[src/rtl/mul_issue_ctrl_if.sv]
// Operand-issue and result-return handshake bundle for mul_issue_ctrl.
// slave is the controller's view, master the producer/consumer side.
interface mul_issue_ctrl_if #(
  parameter int TAG_W = 4
);
  logic             in_valid;
  logic             in_ready;
  logic [39:0]      in_a;
  logic [39:0]      in_b;
  logic [TAG_W-1:0] in_tag;
  logic             out_valid;
  logic             out_ready;
  logic [39:0]      out_c;
  logic [TAG_W-1:0] out_tag;

  modport slave (
    input  in_valid, in_a, in_b, in_tag, out_ready,
    output in_ready, out_valid, out_c, out_tag
  );

  modport master (
    output in_valid, in_a, in_b, in_tag, out_ready,
    input  in_ready, out_valid, out_c, out_tag
  );
endinterface

[src/rtl/mul_issue_ctrl.sv]
// Issue/collect controller around a free-running MUL_LAT-stage limb multiplier.
// Credits (FIFO occupancy + in-flight) gate in_ready so captures can never overflow.
module mul_issue_ctrl #(
  parameter int MUL_LAT    = 2,
  parameter int FIFO_DEPTH = 4,
  parameter int TAG_W      = 4
) (
  input  logic       clk,
  input  logic       reset,
  mul_issue_ctrl_if.slave bus,
  output logic [7:0] mul_a0,
  output logic [7:0] mul_a1,
  output logic [7:0] mul_a2,
  output logic [7:0] mul_a3,
  output logic [7:0] mul_a4,
  output logic [7:0] mul_b0,
  output logic [7:0] mul_b1,
  output logic [7:0] mul_b2,
  output logic [7:0] mul_b3,
  output logic [7:0] mul_b4,
  input  logic [7:0] mul_c0,
  input  logic [7:0] mul_c1,
  input  logic [7:0] mul_c2,
  input  logic [7:0] mul_c3,
  input  logic [7:0] mul_c4,
  output logic       idle
);
  localparam int NUM_LANES = 5;
  localparam int VEC_W     = 8;
  localparam int AW        = $clog2(FIFO_DEPTH);
  localparam int CW        = AW + 1;
  localparam logic [CW-1:0] DEPTH_C = CW'(FIFO_DEPTH);

  typedef struct packed {
    logic [NUM_LANES-1:0][VEC_W-1:0] c;
    logic [TAG_W-1:0]                tag;
  } res_t;

  logic [NUM_LANES-1:0][VEC_W-1:0] op_a, op_b, prod;
  logic [MUL_LAT:0]                vld_pipe;
  logic [TAG_W-1:0]                tag_pipe [MUL_LAT+1];
  res_t                            mem [FIFO_DEPTH];
  res_t                            head;
  logic [AW-1:0]                   wr_ptr, rd_ptr;
  logic [CW-1:0]                   count, rsv, rsv_nxt;
  logic                            issue, push, pop, out_vld, in_ready_q;

  assign issue   = bus.in_valid & in_ready_q;
  assign push    = vld_pipe[MUL_LAT];
  assign out_vld = (count != '0);
  assign pop     = out_vld & bus.out_ready;
  assign prod    = {mul_c4, mul_c3, mul_c2, mul_c1, mul_c0};

  // operand registers hold between issues; the multiplier recomputes every cycle
  always_ff @(posedge clk) begin
    if (!reset) begin
      op_a <= '0;
      op_b <= '0;
    end else if (issue) begin
      op_a <= bus.in_a;
      op_b <= bus.in_b;
    end
  end

  assign mul_a0 = op_a[0];
  assign mul_a1 = op_a[1];
  assign mul_a2 = op_a[2];
  assign mul_a3 = op_a[3];
  assign mul_a4 = op_a[4];
  assign mul_b0 = op_b[0];
  assign mul_b1 = op_b[1];
  assign mul_b2 = op_b[2];
  assign mul_b3 = op_b[3];
  assign mul_b4 = op_b[4];

  // stage MUL_LAT lines up with the multiplier output of the matching issue
  always_ff @(posedge clk) begin
    if (!reset) begin
      vld_pipe <= '0;
      for (int i = 0; i <= MUL_LAT; i++) tag_pipe[i] <= '0;
    end else begin
      vld_pipe    <= {vld_pipe[MUL_LAT-1:0], issue};
      tag_pipe[0] <= issue ? bus.in_tag : '0;
      for (int i = 1; i <= MUL_LAT; i++) tag_pipe[i] <= tag_pipe[i-1];
    end
  end

  always_ff @(posedge clk) begin
    if (push) mem[wr_ptr] <= {prod, tag_pipe[MUL_LAT]};
  end

  always_ff @(posedge clk) begin
    if (!reset) begin
      wr_ptr <= '0;
      rd_ptr <= '0;
      count  <= '0;
    end else begin
      if (push) wr_ptr <= wr_ptr + AW'(1);
      if (pop)  rd_ptr <= rd_ptr + AW'(1);
      case ({push, pop})
        2'b10:   count <= count + CW'(1);
        2'b01:   count <= count - CW'(1);
        default: ;
      endcase
    end
  end

  always_comb begin
    rsv_nxt = rsv;
    case ({issue, pop})
      2'b10:   rsv_nxt = rsv + CW'(1);
      2'b01:   rsv_nxt = rsv - CW'(1);
      default: ;
    endcase
  end

  // in_ready looks at next credits so it is a flop with no path from out_ready
  always_ff @(posedge clk) begin
    if (!reset) begin
      rsv        <= '0;
      in_ready_q <= 1'b0;
    end else begin
      rsv        <= rsv_nxt;
      in_ready_q <= (rsv_nxt < DEPTH_C);
    end
  end

  assign head          = mem[rd_ptr];
  assign bus.in_ready  = in_ready_q;
  assign bus.out_valid = out_vld;
  assign bus.out_c     = out_vld ? head.c   : '0;
  assign bus.out_tag   = out_vld ? head.tag : '0;
  assign idle          = (rsv == '0);
endmodule

[src/flat_wrapper.sv]
// flat-port wrapper written by rule: the top's interface ports become plain ports
module mul_issue_ctrl_flat 
#(
  parameter int MUL_LAT    = 2,
  parameter int FIFO_DEPTH = 4,
  parameter int TAG_W      = 4
)
  (clk, reset, mul_a0, mul_a1, mul_a2, mul_a3, mul_a4, mul_b0, mul_b1, mul_b2, mul_b3, mul_b4, mul_c0, mul_c1, mul_c2, mul_c3, mul_c4, idle, bus_in_valid, bus_in_a, bus_in_b, bus_in_tag, bus_out_ready, bus_in_ready, bus_out_valid, bus_out_c, bus_out_tag);
  mul_issue_ctrl_if #(.TAG_W(TAG_W)) bus_i ();
  input  logic clk;
  input  logic reset;
  output logic [7:0] mul_a0;
  output logic [7:0] mul_a1;
  output logic [7:0] mul_a2;
  output logic [7:0] mul_a3;
  output logic [7:0] mul_a4;
  output logic [7:0] mul_b0;
  output logic [7:0] mul_b1;
  output logic [7:0] mul_b2;
  output logic [7:0] mul_b3;
  output logic [7:0] mul_b4;
  input  logic [7:0] mul_c0;
  input  logic [7:0] mul_c1;
  input  logic [7:0] mul_c2;
  input  logic [7:0] mul_c3;
  input  logic [7:0] mul_c4;
  output logic idle;
  input wire logic [$bits(bus_i.in_valid)-1:0] bus_in_valid;
  input wire logic [$bits(bus_i.in_a)-1:0] bus_in_a;
  input wire logic [$bits(bus_i.in_b)-1:0] bus_in_b;
  input wire logic [$bits(bus_i.in_tag)-1:0] bus_in_tag;
  input wire logic [$bits(bus_i.out_ready)-1:0] bus_out_ready;
  output wire logic [$bits(bus_i.in_ready)-1:0] bus_in_ready;
  output wire logic [$bits(bus_i.out_valid)-1:0] bus_out_valid;
  output wire logic [$bits(bus_i.out_c)-1:0] bus_out_c;
  output wire logic [$bits(bus_i.out_tag)-1:0] bus_out_tag;
  assign bus_i.in_valid = bus_in_valid;
  assign bus_i.in_a = bus_in_a;
  assign bus_i.in_b = bus_in_b;
  assign bus_i.in_tag = bus_in_tag;
  assign bus_i.out_ready = bus_out_ready;
  assign bus_in_ready = bus_i.in_ready;
  assign bus_out_valid = bus_i.out_valid;
  assign bus_out_c = bus_i.out_c;
  assign bus_out_tag = bus_i.out_tag;
  mul_issue_ctrl #(.MUL_LAT(MUL_LAT), .FIFO_DEPTH(FIFO_DEPTH), .TAG_W(TAG_W)) u_core (.clk(clk), .reset(reset), .bus(bus_i), .mul_a0(mul_a0), .mul_a1(mul_a1), .mul_a2(mul_a2), .mul_a3(mul_a3), .mul_a4(mul_a4), .mul_b0(mul_b0), .mul_b1(mul_b1), .mul_b2(mul_b2), .mul_b3(mul_b3), .mul_b4(mul_b4), .mul_c0(mul_c0), .mul_c1(mul_c1), .mul_c2(mul_c2), .mul_c3(mul_c3), .mul_c4(mul_c4), .idle(idle));
endmodule
[config.mk]
export PLATFORM = sky130hd
export DESIGN_NAME = mul_issue_ctrl_flat
export DESIGN_NICKNAME = d
export VERILOG_FILES = /design/src/rtl/mul_issue_ctrl_if.sv /design/src/rtl/mul_issue_ctrl.sv /design/src/flat_wrapper.sv
export SDC_FILE = /design/constraint.sdc
export NUM_CORES = 1
export LEC_CHECK = 0
export ABC_CLOCK_PERIOD_IN_PS = 1850
export CELL_PAD_IN_SITES_DETAIL_PLACEMENT = 1
export CELL_PAD_IN_SITES_GLOBAL_PLACEMENT = 1
export CORE_MARGIN = 2
export CORE_UTILIZATION = 36
export DETAILED_ROUTE_END_ITERATION = 7
export PLACE_DENSITY = 0.79
export SLEW_MARGIN = 30
export SYNTH_ARGS = -nofsm -noshare
export SYNTH_HDL_FRONTEND = slang
export SYNTH_SLANG_ARGS = --single-unit
[constraint.sdc]
create_clock -name clk -period 1.85 [get_ports clk]
set_input_delay 0.37 -clock clk [delete_from_list [all_inputs] [get_ports clk]]
set_output_delay 0.37 -clock clk [all_outputs]
set_load 0.02 [all_outputs]
Yosys cells after proc, flatten, opt, wreduce, memory -nomap -nowiden
Memory sizes are Yosys's and may differ from the RTL's. A register that Yosys moved wholly into a read port is not among the register bits. Index checks and enable logic that the tools add are counted.

$add $sub $neg: 6. Multiply operators: 0. Divide/modulo/power cells: 0. Order comparisons: 1. Equality and inequality tests: 4. Shifts and indexed selects: 0. Multiplexer cells: 14. Bitwise gates (word level): 5. Reduce and logical (&&, ||, !) cells: 3.

Operators with widths (count): $mux 40 (1); $mux 4 (5); $pmux 3 s2 (2); $add 3x1->3 const B (2); $sub 3x1->3 const B (2); $add 2x1->2 const B (2); $eq 2x1->1 const B (2); $eq 2x2->1 const B (2); $mux 1 (4); $mux 2 (2); $logic_not 3->1 (1); $lt 3x3->1 const B (1); $or 1x1->1 (3); $reduce_bool 3->1 (1); $and 1x1->1 (2); $reduce_bool 2->1 (1).

Register bits after elaboration: 94. Latch bits: 0. Bits in writable memories: 188. ROM bits: 0. Input bits: 128. Output and inout port bits: 127. Memories kept: 2.

Memories: u_core.mem (depth 4, width 44, rd ports 1, clocked after Yosys merged registers in 1, wr ports 1, RTL line mul_issue_ctrl.sv:42) `res_t mem [FIFO_DEPTH];`; u_core.tag_pipe (depth 3, width 4, rd ports 3, clocked after Yosys merged registers in 0, wr ports 3, RTL line mul_issue_ctrl.sv:41) `logic [TAG_W-1:0] tag_pipe [MUL_LAT+1];`.

Logic depth before layout (Yosys ltp)
Gate-level depths: netlist (run 1).

Depth after elaboration: 5. Depth in mapped cells: 9.

Least setup slack after synthesis (run 1)
Ideal clock, no wire load.

Path kind: register to register. Start: reg u_core.in_ready_q, in the netlist u_core.bus.in_ready. End: reg with a tool-made name. Arrival: 2.017 ns. Path slack: -0.282 ns. Cell stages (with the launch flop): 10. Path buffers: 2. Cell sequence: dfxtp_1 > and2_1 > buf_2 > clkbuf_1 > nor2_1 > fa_1 > and3_1 > mux2i_1 > xnor2_1 > and2_1.

RTL lines: start: declaration (RTL line mul_issue_ctrl.sv:46) `logic issue, push, pop, out_vld, in_ready_q;`; start signal: assignment (RTL line mul_issue_ctrl.sv:124) `in_ready_q <= (rsv_nxt < DEPTH_C);`.

==> results of run 1 <==
## worst paths after layout
kind / cells after the start / slack [ns] / startpoint / end
hold reg to reg: 1 / 0.43 / u_core.tag_pipe[0][4] / u_core.tag_pipe[0][8]
setup reg to reg: 9 / -0.03 / u_core.count[2] / flip-flop
setup / recovery: 5 / -0.51 / flip-flop / bus_out_c[27]
hold / removal: 3 / 0.41 / bus_in_b[5] / u_core.mul_b0[5]
## per-layer routing
metal / track usage [%] / vias up / share of wire [%]
li1: - / 3168 / -
met2: 30.6 / 236 / 49
met1: 21.6 / 3388 / 39
met3: 7.37 / 39 / 9.6
met5: 0 / - / 0.047
met4: 5.00 / 2 / 2.0
## layout make-up
| cell class | count | area, um2 |
|---|---|---|
| inverter | 8 | 30.0 |
| fill | 2850 | 13700 |
| tap | 384 | 480 |
| sequential | 284 | 7460 |
| multi-input combinational | 391 | 2860 |
| clock buffer | 45 | 942 |
| clock inverter | 17 | 185 |
| timing repair buffer | 295 | 3090 |
## metrics by stage
stage               total power [mW]  instance area [um2]  std cells  worst slack, ns  hold WS (ns)
floorplan                       7.76                10500        727          -0.0161         0.412
global placement                8.56                13600       1352           -0.419         0.418
detailed placement              8.60                13600       1352           -0.577         0.421
CTS                             15.4                15000       1426           -0.544         0.384
global route                    15.7                15100       1424           -0.572         0.404
finish                          15.2                15100       1424           -0.514         0.407
## cells by family (layout without fill, tap and decap cells)
kind of cell	after synthesis	count (layout)	synth area share, %
AND/OR/NAND/NOR	244	244	10.4
AO/OA/AOI/OAI	85	85	4.22
buffers and inverters	52	365	2.70
multiplexers	47	47	9.90
flip-flops	284	284	71.2
adder cells (fa/ha/maj)	7	7	0.980
XOR/XNOR	8	8	0.669
## worst max-delay path: stages, from the launching register on
cell and delay (ns):
dfxtp_4 0.37, buf_4 0.14, buf_8 0.13, mux4_2 0.53, and2_4 0.18, buf_4 0.15
## registers in the layout, indices dropped and copies added (netlist names), named ones only
| name | cells |
|---|---|
| u_core.mem | 176 |
| u_core.tag_pipe | 12 |
| u_core.mul_a0 | 8 |
| u_core.mul_a1 | 8 |
| u_core.mul_a2 | 8 |
| u_core.mul_a3 | 8 |
| u_core.mul_a4 | 8 |
| u_core.mul_b0 | 8 |
| u_core.mul_b1 | 8 |
| u_core.mul_b2 | 8 |
| u_core.mul_b3 | 8 |
| u_core.mul_b4 | 8 |
| u_core.count | 3 |
| u_core.vld_pipe | 3 |
| u_core.rd_ptr | 2 |
| u_core.rsv | 2 |
| u_core.wr_ptr | 2 |
| u_core.bus.in_ready | 1 |
## power by group through the flow
| stage | registers (mW) | clock network, mW | logic [mW] |
|---|---|---|---|
| 2_1_floorplan | 7.19 | 0 | 0.570 |
| 3_3_place_gp | 7.06 | 0 | 1.50 |
| 3_5_place_dp | 7.07 | 0 | 1.53 |
| 4_1_cts | 6.93 | 6.81 | 1.64 |
| 5_1_grt | 6.94 | 7.05 | 1.74 |
| 6_report | 6.93 | 6.61 | 1.61 |
## synth_stat cells, drive strengths merged (4+ instances only)
cell type,number,area [um2]
xor2,4,35.0
mux4,44,1010
buf,18,155
and3,5,31.3
clkbuf,26,97.6
a21oi,83,415
xnor2,4,35.0
edfxtp,176,5290
inv,8,30.0
dfxtp,108,2160
nor2,14,52.6
and2,60,375
ha,5,62.6
nand2,161,604
## what timing repair did
item                       CTS  global route
setup endpoints to repair   94            74
pin swaps                   32            13
setup buffers                8             2
resized for setup          353            50
cloned                       4             0
==> flow_metrics.py, run 1 <==
metrics = {
    "drt": {
        "vias": 6833,
        "antenna_left": 0,
        "drtPass1Iterations": 4,
        "drtIter0Drc": 286,
        "wl_mm": 27.6,
        "wl_per_cell_um": 19.4,
        "drt_drc_violations_left": 0,
        "viasPerCell": 4.80,
    },
    "logic_synthesis": {
        "avgSynthCellArea_um2": 14.4,
        "yosys.cell_types.count": 25,
        "synth-seq-area-share_pct": 71.2,
        "synth-edff-count": 176,
        "syn_area_um2": 10500,
        "synth_cells": 727,
        "synthArstFlopShare_pct": 0,
        "yosysWarnings": 0,
        "syn_nets": 862,
        "ys_ff_latch": 284,
        "synth_ff_type": "edfxtp_1",
    },
    "power_and_ir_drop": {
        "power.switching_mw": 3.45,
        "power.density_nw_per_um2": 1010,
        "combPwrFrac_pct": 10.6,
        "p_int_mw": 11.7,
        "p_seq_share_pct": 45.7,
        "ir_worst_vdd_uv": 702,
        "leakage_nw": 5.86,
        "swShare_pct": 22.7,
        "power_frac_clock_pct": 43.6,
    },
    "floorplanning": {
        "dieArea_um2": 30500,
        "ios": 255,
        "core_um2": 28700,
        "die_w_um": 175,
        "die_h_um": 175,
        "initial_core_util_pct": 36.5,
        "rows": 62,
    },
    "clocking": {
        "clk_pin_slew_ns": 0.06,
        "insertion_delay_ns": 0.50,
        "clockBufferDepth": 3,
        "cts_tree": "done",
        "cts.sinks": 284,
        "root_buffer": "clkbuf_16",
        "postCtsHoldBufs": 0,
        "htree_levels": 2,
        "numCtsBuffers": 34,
    },
    "finish": {
        "finalNetCount": 1149,
        "mostFrequentLayoutCell": "edfxtp_1",
        "drive_gt1_share_pct": 23.5,
        "num_antenna_cells": 0,
        "synthToLayoutAreaGrowth_pct": 43.8,
        "final_cell_mix": "edfxtp_1 (176), nand2_1 (160), clkdlybuf4s50_1 (139)",
        "fin_util_pct": 52.4,
    },
    "placement": {
        "dp_hpwl_mm": 16.9,
        "port_buffers": 254,
        "finalWeightedCongestion": 0.697,
    },
    "run_status": {
        "violations": "negative setup slack",
        "status": "finished, violations left",
    },
    "setup_path": {
        "crit_required_ns": 1.48,
        "cp_max_fo": 5,
        "start_kind": "flip-flop",
        "worstSetupEndpointType": "output pin",
        "crit_arrival_ns": 1.99,
        "crit_type": "reg -> out",
    },
    "job": {
        "drv_cap": 0,
    },
    "sta": {
        "timing_hold_violations_final": 0,
        "setup_violations": 48,
        "period_share_pct": 128,
        "fmax_ghz": 0.423,
        "setup_slack_ns": -0.514,
        "drv_slew": 0,
        "finalCriticalPeriod_ns": 2.36,
        "worst_pin_slew_ns": 0.411,
        "rsz0062_at_grt": "yes",
        "slew_headroom_pct": 72.6,
        "totalNegativeSetupSlack_ns": -20.07,
        "worst_clock_skew_ns": 0.0141,
    },
    "global_route": {
        "grt-ovfl-total": 0,
        "antenna_found_initial": 1,
        "grt_pass1_wl_mm": 43.0,
        "grt_max_degree": 85,
        "grt_use_total_pct": 18.2,
        "grt_pass1_vias": 7491,
    },
    "min_path": {
        "min_path_type": "in -> reg",
    },
}
No activity file was read; power rests on OpenSTA's default activity.
==> inputs of run 2 (changes only) <==
--- a/config.mk
+++ b/config.mk
@@ -12,6 +12,7 @@
 export CORE_UTILIZATION = 36
 export DETAILED_ROUTE_END_ITERATION = 7
 export PLACE_DENSITY = 0.79
+export SETUP_SLACK_MARGIN = 0.4
 export SLEW_MARGIN = 30
 export SYNTH_ARGS = -nofsm -noshare
 export SYNTH_HDL_FRONTEND = slang
==> run 2 against run 1 <==
The flow still finishes with violations (negative setup slack). Routed wire length rose by 1.1%. Register-to-register slack got worse by 0.02 ns. Die area unchanged. Cell count rose by 1.1%. Critical path depth unchanged. First-iteration DRC count fell by 5.2%. Clock-buffer cell count shrank 11. Worst hold slack worse by 0.055 ns. Sequential share of layout area is 0.18 points lower. Critical endpoint is now bus_out_c[33]. Largest cell class unchanged.
==> flow_metrics.py, run 2 (synthesized netlist as in run 1, its figures left out) <==
metrics = {
    "run_status": {
        "status": "finished, violations left",
        "violations": "negative setup slack",
    },
    "sta": {
        "setup_violations": 47,
        "fmax_ghz": 0.403,
        "drv_slew": 0,
        "period_share_pct": 134,
        "timing_hold_violations_final": 0,
        "setup_slack_ns": -0.630,
        "finalCriticalPeriod_ns": 2.48,
        "worst_clock_skew_ns": 0.0214,
        "rsz0062_at_grt": "yes",
        "slew_headroom_pct": 83.1,
        "worst_pin_slew_ns": 0.254,
    },
    "placement": {
        "placed_cells": 1361,
        "dp_hpwl_mm": 18.0,
        "port_buffers": 254,
        "preCtsSetupSlack_ns": -0.458,
        "finalWeightedCongestion": 0.775,
    },
    "floorplanning": {
        "die_h_um": 175,
        "dieArea_um2": 30500,
        "core_um2": 28700,
        "die_w_um": 175,
        "ios": 255,
        "initial_core_util_pct": 36.5,
        "rows": 62,
    },
    "drt": {
        "wl_per_cell_um": 19.4,
        "vias": 6916,
        "viasPerCell": 4.80,
        "antenna_left": 0,
        "drtIter0Drc": 271,
        "drtPass1Iterations": 4,
        "wl_mm": 27.9,
        "drt_drc_violations_left": 0,
    },
    "power_and_ir_drop": {
        "power.switching_mw": 3.37,
        "finalPower_mw": 14.3,
        "swShare_pct": 23.7,
        "leakage_nw": 5.52,
        "power.density_nw_per_um2": 941,
        "p_seq_share_pct": 48.8,
        "ir_worst_vdd_uv": 627,
        "combPwrFrac_pct": 12.2,
        "p_int_mw": 10.9,
        "power_frac_clock_pct": 39.1,
    },
    "global_route": {
        "top_usage_layer": "met2",
        "grt_pass1_vias": 7618,
        "grt_use_met2_pct": 32.4,
        "grt_pass1_wl_mm": 43.3,
        "grt-ovfl-total": 0,
        "grt_max_degree": 52,
        "grt_use_total_pct": 18.2,
        "grtUsageMet1_pct": 21.2,
        "grt_use_met3_pct": 5.99,
        "antenna_found_initial": 0,
    },
    "setup_path": {
        "cp_slowest_stage_delay_ns": 0.51,
        "crit_type": "reg -> out",
        "cp_cell_sequence": "buf_6 -> buf_16 -> mux4_2 -> and2_4 -> buf_6",
        "crit_arrival_ns": 2.11,
        "worstSetupEndpointType": "output pin",
        "critical_path.most_common_cell": "buf_6",
        "start_kind": "flip-flop",
        "crit_required_ns": 1.48,
        "cpMaxStageDelayCell": "mux4_2",
        "cp_max_fo": 8,
    },
    "finish": {
        "largest_register_ff_count": 176,
        "finalNetCount": 1168,
        "finalNonFillerCells": 1440,
        "fin_util_pct": 52.8,
        "largest_register": "u_core.mem",
        "final_cell_mix": "edfxtp_1 (176), nand2_1 (160), clkdlybuf4s50_1 (127)",
        "biggestRegsByFlops": "u_core.mem: 176 flops, u_core.tag_pipe: 12 flops",
        "multi_input_area_um2": 2940,
        "num_antenna_cells": 0,
        "fillers": 2841,
        "ff_latch_area_um2": 7480,
        "drive_gt1_share_pct": 35.3,
        "synthToLayoutAreaGrowth_pct": 44.8,
        "mostFrequentLayoutCell": "edfxtp_1",
    },
    "clocking": {
        "clockBufferDepth": 3,
        "postCtsHoldBufs": 0,
        "cts_tree": "done",
        "clk_pin_slew_ns": 0.06,
        "insertion_delay_ns": 0.55,
        "numCtsBuffers": 30,
        "root_buffer": "clkbuf_16",
        "cts.sinks": 284,
        "htree_levels": 1,
    },
    "min_path": {
        "min_path_type": "in -> reg",
    },
    "job": {
        "drv_cap": 0,
    },
}
-- run 2: cell types whose count changed in the layout (fill, tap and decap cells not counted), moves of 6 or more --
cell	delta
dlymetal6s2s_1	-24
dfxtp_1	-19
buf_4	+52
and2_4	+10
clkdlybuf4s50_1	-12
buf_6	+28
clkinvlp_2	+7
dfxtp_2	+19
dlygate4sd2_1	-45
and2_1	-6
buf_2	+13
-- run 2: path summary, 6_finish.rpt --
kind                         start                      to  slack [ns]  depth (start not counted)
min                   bus_in_b[29]        u_core.mul_b3[5]        0.35                          3
min reg2reg  u_core.tag_pipe[0][6]  u_core.tag_pipe[0][10]        0.43                          1
max reg2reg        u_core.count[2]               flip-flop       -0.05                          9
max                      flip-flop           bus_out_c[33]       -0.63                          5
-- run 2: worst max-delay path, delay by kind of cell (launching register included) --
kind                   cells  cell delay, ns
buffers and inverters      3            0.40
AND/OR/NAND/NOR            1            0.16
flip-flops                 1            0.48
multiplexers               1            0.51
-- run 2: area by class of cell --
cell class	count	area share, %
flip-flops and latches	284	49.4
repair buffers	318	21.9
multi-input cells	391	19.4
clock buffers	34	5.05
well taps	384	3.17
clock inverters	21	0.950
inverters	8	0.198
-- run 2: power groups by stage --
stage | clock (mW) | combinational [mW] | sequential (mW)
after floorplan | 0 | 0.632 | 7.19
after global placement | 0 | 1.57 | 7.06
after detailed placement | 0 | 1.60 | 7.07
after CTS | 5.72 | 1.71 | 6.94
after global routing | 5.97 | 1.86 | 6.96
final | 5.57 | 1.74 | 6.95
-- run 2: what timing repair did --
| action | 4_1_cts | 5_1_grt |
|---|---|---|
| setup buffers | 18 | 0 |
| endpoints found under the setup margin | 240 | 116 |
| cloned | 6 | 0 |
| pin swaps | 45 | 5 |
| resized for setup | 678 | 72 |
-- run 2: routing by layer --
layer,vias to the layer above,share of wire [%],wire length [um]
met2,255,50,14000
met1,3430,39,10800
met3,44,9.2,2580
met5,-,0,0
met4,0,1.9,531
li1,3187,-,-
-- run 2: stage by stage --
stage | instance area [um2] | hold WS [ns] | setup TNS (ns)
CTS | 15000 | 0.335 | -25.67
finish | 15200 | 0.352 | -24.70
global route | 15200 | 0.345 | -27.63
global placement | 13800 | 0.415 | -20.63
detailed placement | 13800 | 0.421 | -22.85
floorplan | 10600 | 0.412 | 0
==> edit: new RTL, settings of run 2 <==
`MUL_LAT` is set to 2 in 2 places; all go to 1.
--- a/src/rtl/mul_issue_ctrl.sv
+++ b/src/rtl/mul_issue_ctrl.sv
@@ -1,7 +1,7 @@
 // Issue/collect controller around a free-running MUL_LAT-stage limb multiplier.
 // Credits (FIFO occupancy + in-flight) gate in_ready so captures can never overflow.
 module mul_issue_ctrl #(
-  parameter int MUL_LAT    = 2,
+  parameter int MUL_LAT    = 1,
   parameter int FIFO_DEPTH = 4,
   parameter int TAG_W      = 4
 ) (
--- a/src/flat_wrapper.sv
+++ b/src/flat_wrapper.sv
@@ -1,7 +1,7 @@
 // flat-port wrapper written by rule: the top's interface ports become plain ports
 module mul_issue_ctrl_flat 
 #(
-  parameter int MUL_LAT    = 2,
+  parameter int MUL_LAT    = 1,
   parameter int FIFO_DEPTH = 4,
   parameter int TAG_W      = 4
 )
Formal check against the unedited RTL: not equivalent (Yosys sat finds a counterexample within 10 cycles, from zero or initial values and one cycle with reset low).
==> edit against run 2 <==
Synthesized area shrank 1.3%. Largest cell class unchanged. Sequential power is essentially flat. Clock skew shrank 6.9 ps. Final area shrank 0.39%. Setup slack gained 97 ps. Sequential cell count shrank 5. Total power grew 17%. The flow still finishes with violations (setup timing). Routed wire length shrank 0.71%.
==> edit: results (changes against run 2) <==
* DR vias: 6739 (-2.6%)
* Per-cell routed wire length: 19.5 µm (+0.48%)
- Leakage power: 0.00549 µW (-0.56%)
- The slack of the worst reg-to-reg path was -170 ps (-120 ps).
* Mean area per synthesized cell: 14.4 µm² (+0.12%)
- Nets@finish: 1149 (-1.6%)
* Xor and xnor fraction of the mapped netlist area: 0.00678 (+0.0000851)
- Number of global-route vias before repair: 7492 (-1.7%)
- The TritonCTS buffer count came to 31 (+3.3%).
* Number of fillers in the final layout: 2802 (-1.4%)
- Violations in the final reports: setup timing
- The number of placed instances, taps included came to 1345 (-1.2%).
- The total global routing track utilization came to 0.180 (-0.00147).
* Worst setup timing slack at the placement stage: -462 ps (-3.44 ps)
* Critical path peak fanout: 6 (-2)
- The aggregate routed wire length came to 27700 µm (-0.71%).
* Detail Placement HPWL: 17900 µm (-1.0%)
* Area share of buffers outside the clock network: 0.213 (-0.00528)
- The multiplexer share of the synthesized area was 0.100 (+0.00126).
- The global-route wire length before repair was 42400 µm (-2.2%).
* Maximum clock skew at final layout: 14.5 ps (-6.90 ps)
* Finished layout cell area: 15100 µm² (-0.39%)
* Final-layout clock buffer total: 40 (+18%)
* Initial detailed-routing violation count: 344 (+27%)
- The cell count after synthesis was 717 (-1.4%).
- The number of cell instances on the worst register-to-register path was 10 (+1).
- Fraction of area in clock buffers and inverters: 0.0702 (+0.0102)
- The total setup violations reported at the end of the flow came to 49 (+4.3%).
* Leading cell types by count after synthesis: sky130_fd_sc_hd__edfxtp_1, sky130_fd_sc_hd__nand2_1, sky130_fd_sc_hd__dfxtp_1, sky130_fd_sc_hd__a21oi_1, sky130_fd_sc_hd__and2_1
- The count of multi-input gates is 386 (-1.3%).
- Worst path setup slack after routing: -533 ps (+96.8 ps)
- The instance area after placement came to 13700 µm² (-1.1%).
* Status: complete, but fails checks
- The number of sequential cells came to 279 (-1.8%).
- The routability congestion estimate is 0.732 (-5.5%).
- Number of non-clock buffers in the layout: 308 (-3.1%)
- Startpoint of the worst-slack reg-to-reg timing path: u_core.count[1]$_SDFFE_PN0P_
- Worst setup endpoint: bus_out_c[32]
- The maximum vdd ir drop came to 604 µV (-3.6%).
- The sequential share of the synthesized area is 0.711 (about the same).
- Max-Slew Margin vs Limit: 0.775 (-0.0561)
edit: routing by layer:
| metal | GRT usage | up-vias | share of wire |
|---|---|---|---|
| met5 | 0 | - | 0 |
| met4 | 0.0371 | 0 | 0.019 |
| met1 | 0.205 | 3322 | 0.38 |
| met3 | 0.0603 | 37 | 0.086 |
| met2 | 0.329 | 229 | 0.51 |
| li1 | - | 3151 | - |
edit: through the flow:
stage          setup TNS (ps)  power (µW)
2_1_floorplan               0        8730
3_3_place_gp           -18460       10100
3_5_place_dp           -21250       10100
4_1_cts                -23410       16800
5_1_grt                -25700       17300
6_report               -22540       16700
edit: worst min-delay path by stage:
stage	slack [ps]	endpoint	cells after the start	start
6_report	370	u_core.mul_a1[2]$_SDFFE_PN0P_	3	bus_in_a[10]
5_1_grt	360	u_core.mul_a0[4]$_SDFFE_PN0P_	3	bus_in_a[4]
4_1_cts	340	u_core.mul_a2[4]$_SDFFE_PN0P_	3	bus_in_a[20]
3_5_place_dp	430	u_core.vld_pipe[1]$_SDFF_PN0_	1	u_core.vld_pipe[0]$_SDFF_PN0_
3_3_place_gp	420	u_core.vld_pipe[1]$_SDFF_PN0_	1	u_core.vld_pipe[0]$_SDFF_PN0_
2_1_floorplan	410	u_core.tag_pipe[0][4]$_SDFF_PN0_	1	u_core.tag_pipe[0][0]$_SDFF_PN0_
edit: power by group through the flow:
| stage | Clock [µW] | Sequential (µW) | Combinational (µW) |
|---|---|---|---|
| global route | 6640 | 6990 | 3670 |
| CTS | 6430 | 6960 | 3400 |
| global placement | 0 | 7080 | 2990 |
| detailed placement | 0 | 7100 | 3040 |
| finish | 6280 | 6970 | 3440 |
| floorplan | 0 | 7240 | 1490 |
